**config.mk**
```make
export PLATFORM = sky130hd
export DESIGN_NAME = mc_ctrl_fsm_flat
export DESIGN_NICKNAME = d
export VERILOG_FILES = /design/src/rtl/mc_ctrl_pkg.sv /design/src/rtl/mc_ctrl_if.sv /design/src/rtl/mc_decode.sv /design/src/rtl/mc_ctrl_fsm.sv /design/src/flat_wrapper.sv
export SDC_FILE = /design/constraint.sdc
export NUM_CORES = 1
export LEC_CHECK = 0
export CORE_MARGIN = 2
export CORE_UTILIZATION = 38
export DETAILED_ROUTE_END_ITERATION = 10
export PLACE_DENSITY = 0.95
export SLEW_MARGIN = 15
export SYNTH_ARGS = -nofsm -noshare
export SYNTH_HDL_FRONTEND = slang
export SYNTH_SLANG_ARGS = --single-unit
export TNS_END_PERCENT = 10
```
**constraint.sdc**
```tcl
create_clock -name clk -period 5.04 [get_ports clk]
set_input_delay 1.008 -clock clk [delete_from_list [all_inputs] [get_ports clk]]
set_output_delay 1.008 -clock clk [all_outputs]
set_load 0.01 [all_outputs]
```
**src/rtl/mc_ctrl_pkg.sv**
```systemverilog
// mc_ctrl_pkg: shared state, opcode and mux-select encodings for the multicycle MIPS control path
package mc_ctrl_pkg;

    typedef enum logic [2:0] {
        S_IF  = 3'd0,
        S_ID  = 3'd1,
        S_EXE = 3'd2,
        S_MEM = 3'd3,
        S_WB  = 3'd4
    } state_t;

    localparam logic [5:0] OP_RTYPE = 6'b000000;
    localparam logic [5:0] OP_ORI   = 6'b001101;
    localparam logic [5:0] OP_LW    = 6'b100011;
    localparam logic [5:0] OP_SW    = 6'b101011;
    localparam logic [5:0] OP_BEQ   = 6'b000100;
    localparam logic [5:0] OP_LUI   = 6'b001111;
    localparam logic [5:0] OP_J     = 6'b000010;
    localparam logic [5:0] OP_JAL   = 6'b000011;
    localparam logic [5:0] OP_ADDI  = 6'b001000;

    localparam logic [5:0] FN_ADDU = 6'b100001;
    localparam logic [5:0] FN_SUBU = 6'b100011;
    localparam logic [5:0] FN_JR   = 6'b001000;

    localparam logic [1:0] NPC_PC4 = 2'b00;
    localparam logic [1:0] NPC_BR  = 2'b01;
    localparam logic [1:0] NPC_J   = 2'b10;
    localparam logic [1:0] NPC_RS  = 2'b11;

    localparam logic [1:0] RD_RT = 2'b00;
    localparam logic [1:0] RD_RD = 2'b01;
    localparam logic [1:0] RD_RA = 2'b10;

    localparam logic [1:0] WD_ALU = 2'b00;
    localparam logic [1:0] WD_DM  = 2'b01;
    localparam logic [1:0] WD_PC4 = 2'b10;

    localparam logic [1:0] EXT_ZERO = 2'b00;
    localparam logic [1:0] EXT_SIGN = 2'b01;
    localparam logic [1:0] EXT_LUI  = 2'b10;

    localparam logic [2:0] ALU_ADD = 3'b000;
    localparam logic [2:0] ALU_SUB = 3'b001;
    localparam logic [2:0] ALU_OR  = 3'b010;

    // One bit per supported instruction; all-zero means an illegal encoding
    typedef struct packed {
        logic addu;
        logic subu;
        logic jr;
        logic ori;
        logic lw;
        logic sw;
        logic beq;
        logic lui;
        logic j;
        logic jal;
        logic addi;
    } cls_t;

endpackage

```
**src/rtl/mc_ctrl_if.sv**
```systemverilog
// mc_ctrl_if: IR fields and ALU flags in, datapath enables and selects out
interface mc_ctrl_if;
    import mc_ctrl_pkg::*;

    logic [5:0] op;
    logic [5:0] funct;
    logic       zero;
    logic       overflow;
    logic       pc_wr;
    logic       ir_wr;
    logic       rf_wr;
    logic       dm_wr;
    logic [1:0] npc_sel;
    logic [1:0] reg_dst;
    logic [1:0] wd_sel;
    logic [1:0] ext_op;
    logic       alu_src;
    logic [2:0] alu_op;
    logic [2:0] state;
    logic       illegal;
    logic       instr_done;

    modport master (
        input  op, funct, zero, overflow,
        output pc_wr, ir_wr, rf_wr, dm_wr, npc_sel, reg_dst, wd_sel, ext_op,
               alu_src, alu_op, state, illegal, instr_done
    );

    modport slave (
        output op, funct, zero, overflow,
        input  pc_wr, ir_wr, rf_wr, dm_wr, npc_sel, reg_dst, wd_sel, ext_op,
               alu_src, alu_op, state, illegal, instr_done
    );

endinterface

```
**src/rtl/mc_decode.sv**
```systemverilog
// mc_decode: op/funct to one-hot instruction class plus illegal flag
module mc_decode
    import mc_ctrl_pkg::*;
(
    input  logic [5:0] op,
    input  logic [5:0] funct,
    output cls_t       cls,
    output logic       illegal
);

    logic rtype;

    assign rtype = op == OP_RTYPE;

    // Exactly one class bit is set for any supported encoding
    always_comb begin
        cls      = '0;
        cls.addu = rtype && funct == FN_ADDU;
        cls.subu = rtype && funct == FN_SUBU;
        cls.jr   = rtype && funct == FN_JR;
        cls.ori  = op == OP_ORI;
        cls.lw   = op == OP_LW;
        cls.sw   = op == OP_SW;
        cls.beq  = op == OP_BEQ;
        cls.lui  = op == OP_LUI;
        cls.j    = op == OP_J;
        cls.jal  = op == OP_JAL;
        cls.addi = op == OP_ADDI;
    end

    assign illegal = cls == '0;

endmodule

```
**src/rtl/mc_ctrl_fsm.sv**
```systemverilog
// mc_ctrl_fsm: IF/ID/EXE/MEM/WB sequencer producing all datapath enables and selects
module mc_ctrl_fsm
    import mc_ctrl_pkg::*;
(
    input logic      clk,
    input logic      rst,
    mc_ctrl_if.master bus
);

    state_t state_q, state_d;
    logic   ov_q;
    cls_t   cls;
    logic   dec_ill;
    logic   rtype, jump, mem_op, alu_on;
    logic   pc_wr, ir_wr, rf_wr, dm_wr, ill, done;
    logic [1:0] npc_sel, reg_dst, wd_sel;

    mc_decode u_dec (
        .op      (bus.op),
        .funct   (bus.funct),
        .cls     (cls),
        .illegal (dec_ill)
    );

    assign rtype  = cls.addu | cls.subu | cls.jr;
    assign jump   = cls.j | cls.jal | cls.jr;
    assign mem_op = cls.lw | cls.sw;
    assign alu_on = state_q inside {S_EXE, S_MEM, S_WB};

    // State register; overflow is captured at the end of EXE for addi's write-back
    always_ff @(posedge clk) begin
        if (rst) begin
            state_q <= S_IF;
            ov_q    <= 1'b0;
        end else begin
            state_q <= state_d;
            if (state_q == S_EXE) ov_q <= bus.overflow;
        end
    end

    // Next state and per-state enables; unreachable codes fall back to fetch
    always_comb begin
        state_d = S_IF;
        pc_wr   = 1'b0;
        ir_wr   = 1'b0;
        rf_wr   = 1'b0;
        dm_wr   = 1'b0;
        ill     = 1'b0;
        done    = 1'b0;
        npc_sel = NPC_PC4;
        reg_dst = RD_RT;
        wd_sel  = WD_ALU;
        case (state_q)
            S_IF: begin
                pc_wr   = 1'b1;
                ir_wr   = 1'b1;
                state_d = S_ID;
            end
            S_ID: begin
                pc_wr   = jump;
                npc_sel = cls.jr ? NPC_RS : (cls.j | cls.jal) ? NPC_J : NPC_PC4;
                rf_wr   = cls.jal;
                reg_dst = cls.jal ? RD_RA : RD_RT;
                wd_sel  = cls.jal ? WD_PC4 : WD_ALU;
                ill     = dec_ill;
                done    = jump | dec_ill;
                state_d = (jump | dec_ill) ? S_IF : S_EXE;
            end
            S_EXE: begin
                pc_wr   = cls.beq & bus.zero;
                npc_sel = cls.beq ? NPC_BR : NPC_PC4;
                done    = cls.beq;
                state_d = cls.beq ? S_IF : mem_op ? S_MEM : S_WB;
            end
            S_MEM: begin
                dm_wr   = cls.sw;
                done    = cls.sw;
                state_d = cls.lw ? S_WB : S_IF;
            end
            S_WB: begin
                rf_wr   = cls.addi ? ~ov_q : 1'b1;
                reg_dst = rtype ? RD_RD : RD_RT;
                wd_sel  = cls.lw ? WD_DM : WD_ALU;
                done    = 1'b1;
            end
            default: state_d = S_IF;
        endcase
    end

    assign bus.alu_op  = !alu_on ? ALU_ADD : (cls.subu | cls.beq) ? ALU_SUB :
                         (cls.ori | cls.lui) ? ALU_OR : ALU_ADD;
    assign bus.alu_src = alu_on & (cls.ori | cls.lui | cls.addi | mem_op);
    assign bus.ext_op  = !alu_on ? EXT_ZERO : cls.lui ? EXT_LUI :
                         (cls.addi | mem_op) ? EXT_SIGN : EXT_ZERO;

    assign bus.pc_wr      = pc_wr & ~rst;
    assign bus.ir_wr      = ir_wr & ~rst;
    assign bus.rf_wr      = rf_wr & ~rst;
    assign bus.dm_wr      = dm_wr & ~rst;
    assign bus.illegal    = ill & ~rst;
    assign bus.instr_done = done & ~rst;
    assign bus.npc_sel    = npc_sel;
    assign bus.reg_dst    = reg_dst;
    assign bus.wd_sel     = wd_sel;
    assign bus.state      = state_q;

endmodule

```
**src/flat_wrapper.sv**
```systemverilog
// flat-port wrapper written by rule: the top's interface ports become plain ports
module mc_ctrl_fsm_flat import mc_ctrl_pkg::*;
  (clk, rst, bus_op, bus_funct, bus_zero, bus_overflow, bus_pc_wr, bus_ir_wr, bus_rf_wr, bus_dm_wr, bus_npc_sel, bus_reg_dst, bus_wd_sel, bus_ext_op, bus_alu_src, bus_alu_op, bus_state, bus_illegal, bus_instr_done);
  mc_ctrl_if bus_i ();
  input logic clk;
  input logic rst;
  input wire logic [$bits(bus_i.op)-1:0] bus_op;
  input wire logic [$bits(bus_i.funct)-1:0] bus_funct;
  input wire logic [$bits(bus_i.zero)-1:0] bus_zero;
  input wire logic [$bits(bus_i.overflow)-1:0] bus_overflow;
  output wire logic [$bits(bus_i.pc_wr)-1:0] bus_pc_wr;
  output wire logic [$bits(bus_i.ir_wr)-1:0] bus_ir_wr;
  output wire logic [$bits(bus_i.rf_wr)-1:0] bus_rf_wr;
  output wire logic [$bits(bus_i.dm_wr)-1:0] bus_dm_wr;
  output wire logic [$bits(bus_i.npc_sel)-1:0] bus_npc_sel;
  output wire logic [$bits(bus_i.reg_dst)-1:0] bus_reg_dst;
  output wire logic [$bits(bus_i.wd_sel)-1:0] bus_wd_sel;
  output wire logic [$bits(bus_i.ext_op)-1:0] bus_ext_op;
  output wire logic [$bits(bus_i.alu_src)-1:0] bus_alu_src;
  output wire logic [$bits(bus_i.alu_op)-1:0] bus_alu_op;
  output wire logic [$bits(bus_i.state)-1:0] bus_state;
  output wire logic [$bits(bus_i.illegal)-1:0] bus_illegal;
  output wire logic [$bits(bus_i.instr_done)-1:0] bus_instr_done;
  assign bus_i.op = bus_op;
  assign bus_i.funct = bus_funct;
  assign bus_i.zero = bus_zero;
  assign bus_i.overflow = bus_overflow;
  assign bus_pc_wr = bus_i.pc_wr;
  assign bus_ir_wr = bus_i.ir_wr;
  assign bus_rf_wr = bus_i.rf_wr;
  assign bus_dm_wr = bus_i.dm_wr;
  assign bus_npc_sel = bus_i.npc_sel;
  assign bus_reg_dst = bus_i.reg_dst;
  assign bus_wd_sel = bus_i.wd_sel;
  assign bus_ext_op = bus_i.ext_op;
  assign bus_alu_src = bus_i.alu_src;
  assign bus_alu_op = bus_i.alu_op;
  assign bus_state = bus_i.state;
  assign bus_illegal = bus_i.illegal;
  assign bus_instr_done = bus_i.instr_done;
  mc_ctrl_fsm u_core (.clk(clk), .rst(rst), .bus(bus_i));
endmodule
```
==> qor.txt <==
post-cts sizing count: 0
CP Class: input port to output port
Layout area overhead: 60.4%
DRC viols: 0
Cell Pwr Density: 129 nW/µm²
Die Height: 42.8 µm
fin cells: 128
outcome: completed
Site Rows: 13
die area: 1830 µm²
number of antenna-violating nets in the routed design: 0
family with the most delay on the worst path: buffers and inverters
most common cell after layout, fill and taps aside: clkdlybuf4s50_1
cells along the critical path: clkdlybuf4s50_1, nor2b_1, nand4b_2, o311ai_1, or4b_1, a31oi_1, clkdlybuf4s50_1
WHS Endpoint: u_core.ov_q$_SDFFE_PP0P_
IO buf count: 35
largest net degree at the start of global routing: 13
layout cell share with drive strength beyond 1: 9.73%
max cap viols: 0
placed cell count: 125
RSZ-0062 raised after global routing: no
Max rail drop VDD: 115 µV
Detailed Place HPWL: 1400 µm
Area contributors post-synth: dfxtp_1 (14%), nor3_1 (7.0%), nor2_1 (5.9%)
Worst Reg2Reg Path Length in Cells: 3
FILL cells: 116
I/O pin cnt: 37
Synth async-reset ratio: 0%
final wirelength: 1790 µm
postcts setup bufs: 0
Die W: 42.8 µm
Top FF cell, synth: dfxtp_1
Final setup viols: 0
DR vias: 763
Cell Area, Synth: 572 µm²
clk slew on worst S/H paths: 0.03 ns
Critical R2R Launch: u_core.bus.state[0]$_SDFF_PP0_
Post-Route Utilization: 67.9%
Final Power: 118 µW
Worst EP required: 4.03 ns
relative slew slack: 57.7%
Critical Path AT: 3.53 ns
number of antenna diodes: 0
Worst R2R End: u_core.bus.state[1]$_SDFF_PP0_
# clock sinks: 4
post-synthesis cell count: 82
slowest stage delay, CP: 0.74 ns
Setup crit start kind: input port
worst-skew pair later-pin latency: 0.24 ns
DR iter-0 viols: 20
Worst Hold Launch: u_core.ov_q$_SDFFE_PP0P_
Layout Nets: 131
initial core utilization: 42.4%
Worst Clk Skew: 0.00590 ns
Hold Crit Depth: 2
Hold Violations, Final: 0
worst min path class: register to register
Syn Nets: 98
clock root buffer master: clkbuf_4
Bufs on Longest Clock Path: 2
Crit Path Max Fanout: 12
worst slew pin tran: 0.632 ns
top cell type by total area after synthesis: dfxtp_1
TNS Setup: 0 ns
CTS Hold Bufs: 0
max-slew violation count: 0
Worst path most repeated cell: clkdlybuf4s50_1
Place WS: 0.533 ns
setup ws final: 0.500 ns
post-DR vias/cell: 5.96
CTS tree: done
worst path bufs/invs: 2
GRT Util Overall: 21.9%
htree depth: 1
Crit-path slowest cell: clkdlybuf4s50_1
most frequent cells in the layout: clkdlybuf4s50_1 (35), nor2_1 (9), nor3_1 (8)
register area share after synthesis: 14.0%
flops & latches, synth: 4
Inserted Clock Buffers: 3
Max Freq: 0.220 GHz
RePlAce Congestion: 0.920
Core ar.: 1350 µm²
Pre-Repair DR Iteration Count: 4
Synth top area share: 14.0%
vias in the first global route: 709
GRT overflow: 0
Leakage: 0.302 nW
Yosys Warn Count: 0
Worst Setup End Kind: output port
antenna violations before repair: 0
first-pass GRT wire length: 3130 µm
register-to-register setup slack: 3.53 ns
period utilization: 90.1%
number of enable flip-flop cells after synthesis: 0
WL per Instance: 14.0 µm
synth unique cells: 41
Syn Area/Cell: 6.97 µm²
final critical-path required period: 4.54 ns
## synth_stat cells (2+ instances only)
library cell,count
nor3_1,8
nor2_1,9
dfxtp_1,4
clkbuf_1,2
and2_1,4
and3_1,2
nor2b_1,2
nand2_1,5
a21oi_1,5
nor4_1,2
a211oi_1,2
buf_4,3
nand3_1,3
a31oi_1,4
## cells by family after synthesis
| kind of cell | after synthesis | synth area share, % |
|---|---|---|
| and+or+nand+nor | 47 | 47.0 |
| DFF | 4 | 14.0 |
| other | 1 | 0.656 |
| muxes | 1 | 1.75 |
| buffers and inverters | 8 | 8.75 |
| AOI/OAI and AO/OA | 21 | 27.8 |
## stage by stage
step | area [µm²] | hold WS, ns
floorplan | 572 | 0.454
global placement | 895 | 0.476
detailed placement | 895 | 0.479
CTS | 917 | 0.486
global route | 917 | 0.531
finish | 917 | 0.487
## registers in the layout, summed over array words and instances (netlist names)
register          count
u_core.ov_q           1
u_core.bus.state      3
## power breakdown
part / internal [mW] / total [mW] / switching [mW]
logic: 0.0237 / 0.0432 / 0.0195
registers: 0.0328 / 0.0354 / 0.00255
clock network: 0.0266 / 0.0397 / 0.0131
## worst min-delay path, delay by kind of cell (launching register included)
kind               cells  cell delay, ns
DFF                    1            0.30
AOI/OAI and AO/OA      2            0.13
## layer usage
metal / routed length [µm] / vias to the layer above / GRT usage, %
li1: - / 372 / -
met1: 772 / 351 / 27.8
met2: 854 / 38 / 35.5
met3: 143 / 2 / 6.81
met4: 19 / 0 / 5.63
met5: 0 / - / 0
## worst max-delay path by stage
stage | from | slack, ns | cells after the start | end
floorplan | bus_op[3] | 1.80 | 6 | bus_pc_wr
global placement | bus_op[2] | 0.61 | 7 | bus_instr_done
detailed placement | bus_op[2] | 0.53 | 7 | bus_instr_done
CTS | bus_op[2] | 0.54 | 7 | bus_instr_done
global route | bus_op[2] | 0.39 | 7 | bus_instr_done
finish | bus_op[2] | 0.50 | 7 | bus_instr_done
## layout make-up
class	count	area [µm²]	area share [%]
inverters	1	3.75	0.409
multi-input cells	70	442	48.2
repair buffers	35	350	38.2
well taps	15	18.8	2.05
clock buffers	3	22.5	2.46
flip-flops and latches	4	80.1	8.73
No activity file was read; power rests on OpenSTA's default activity.
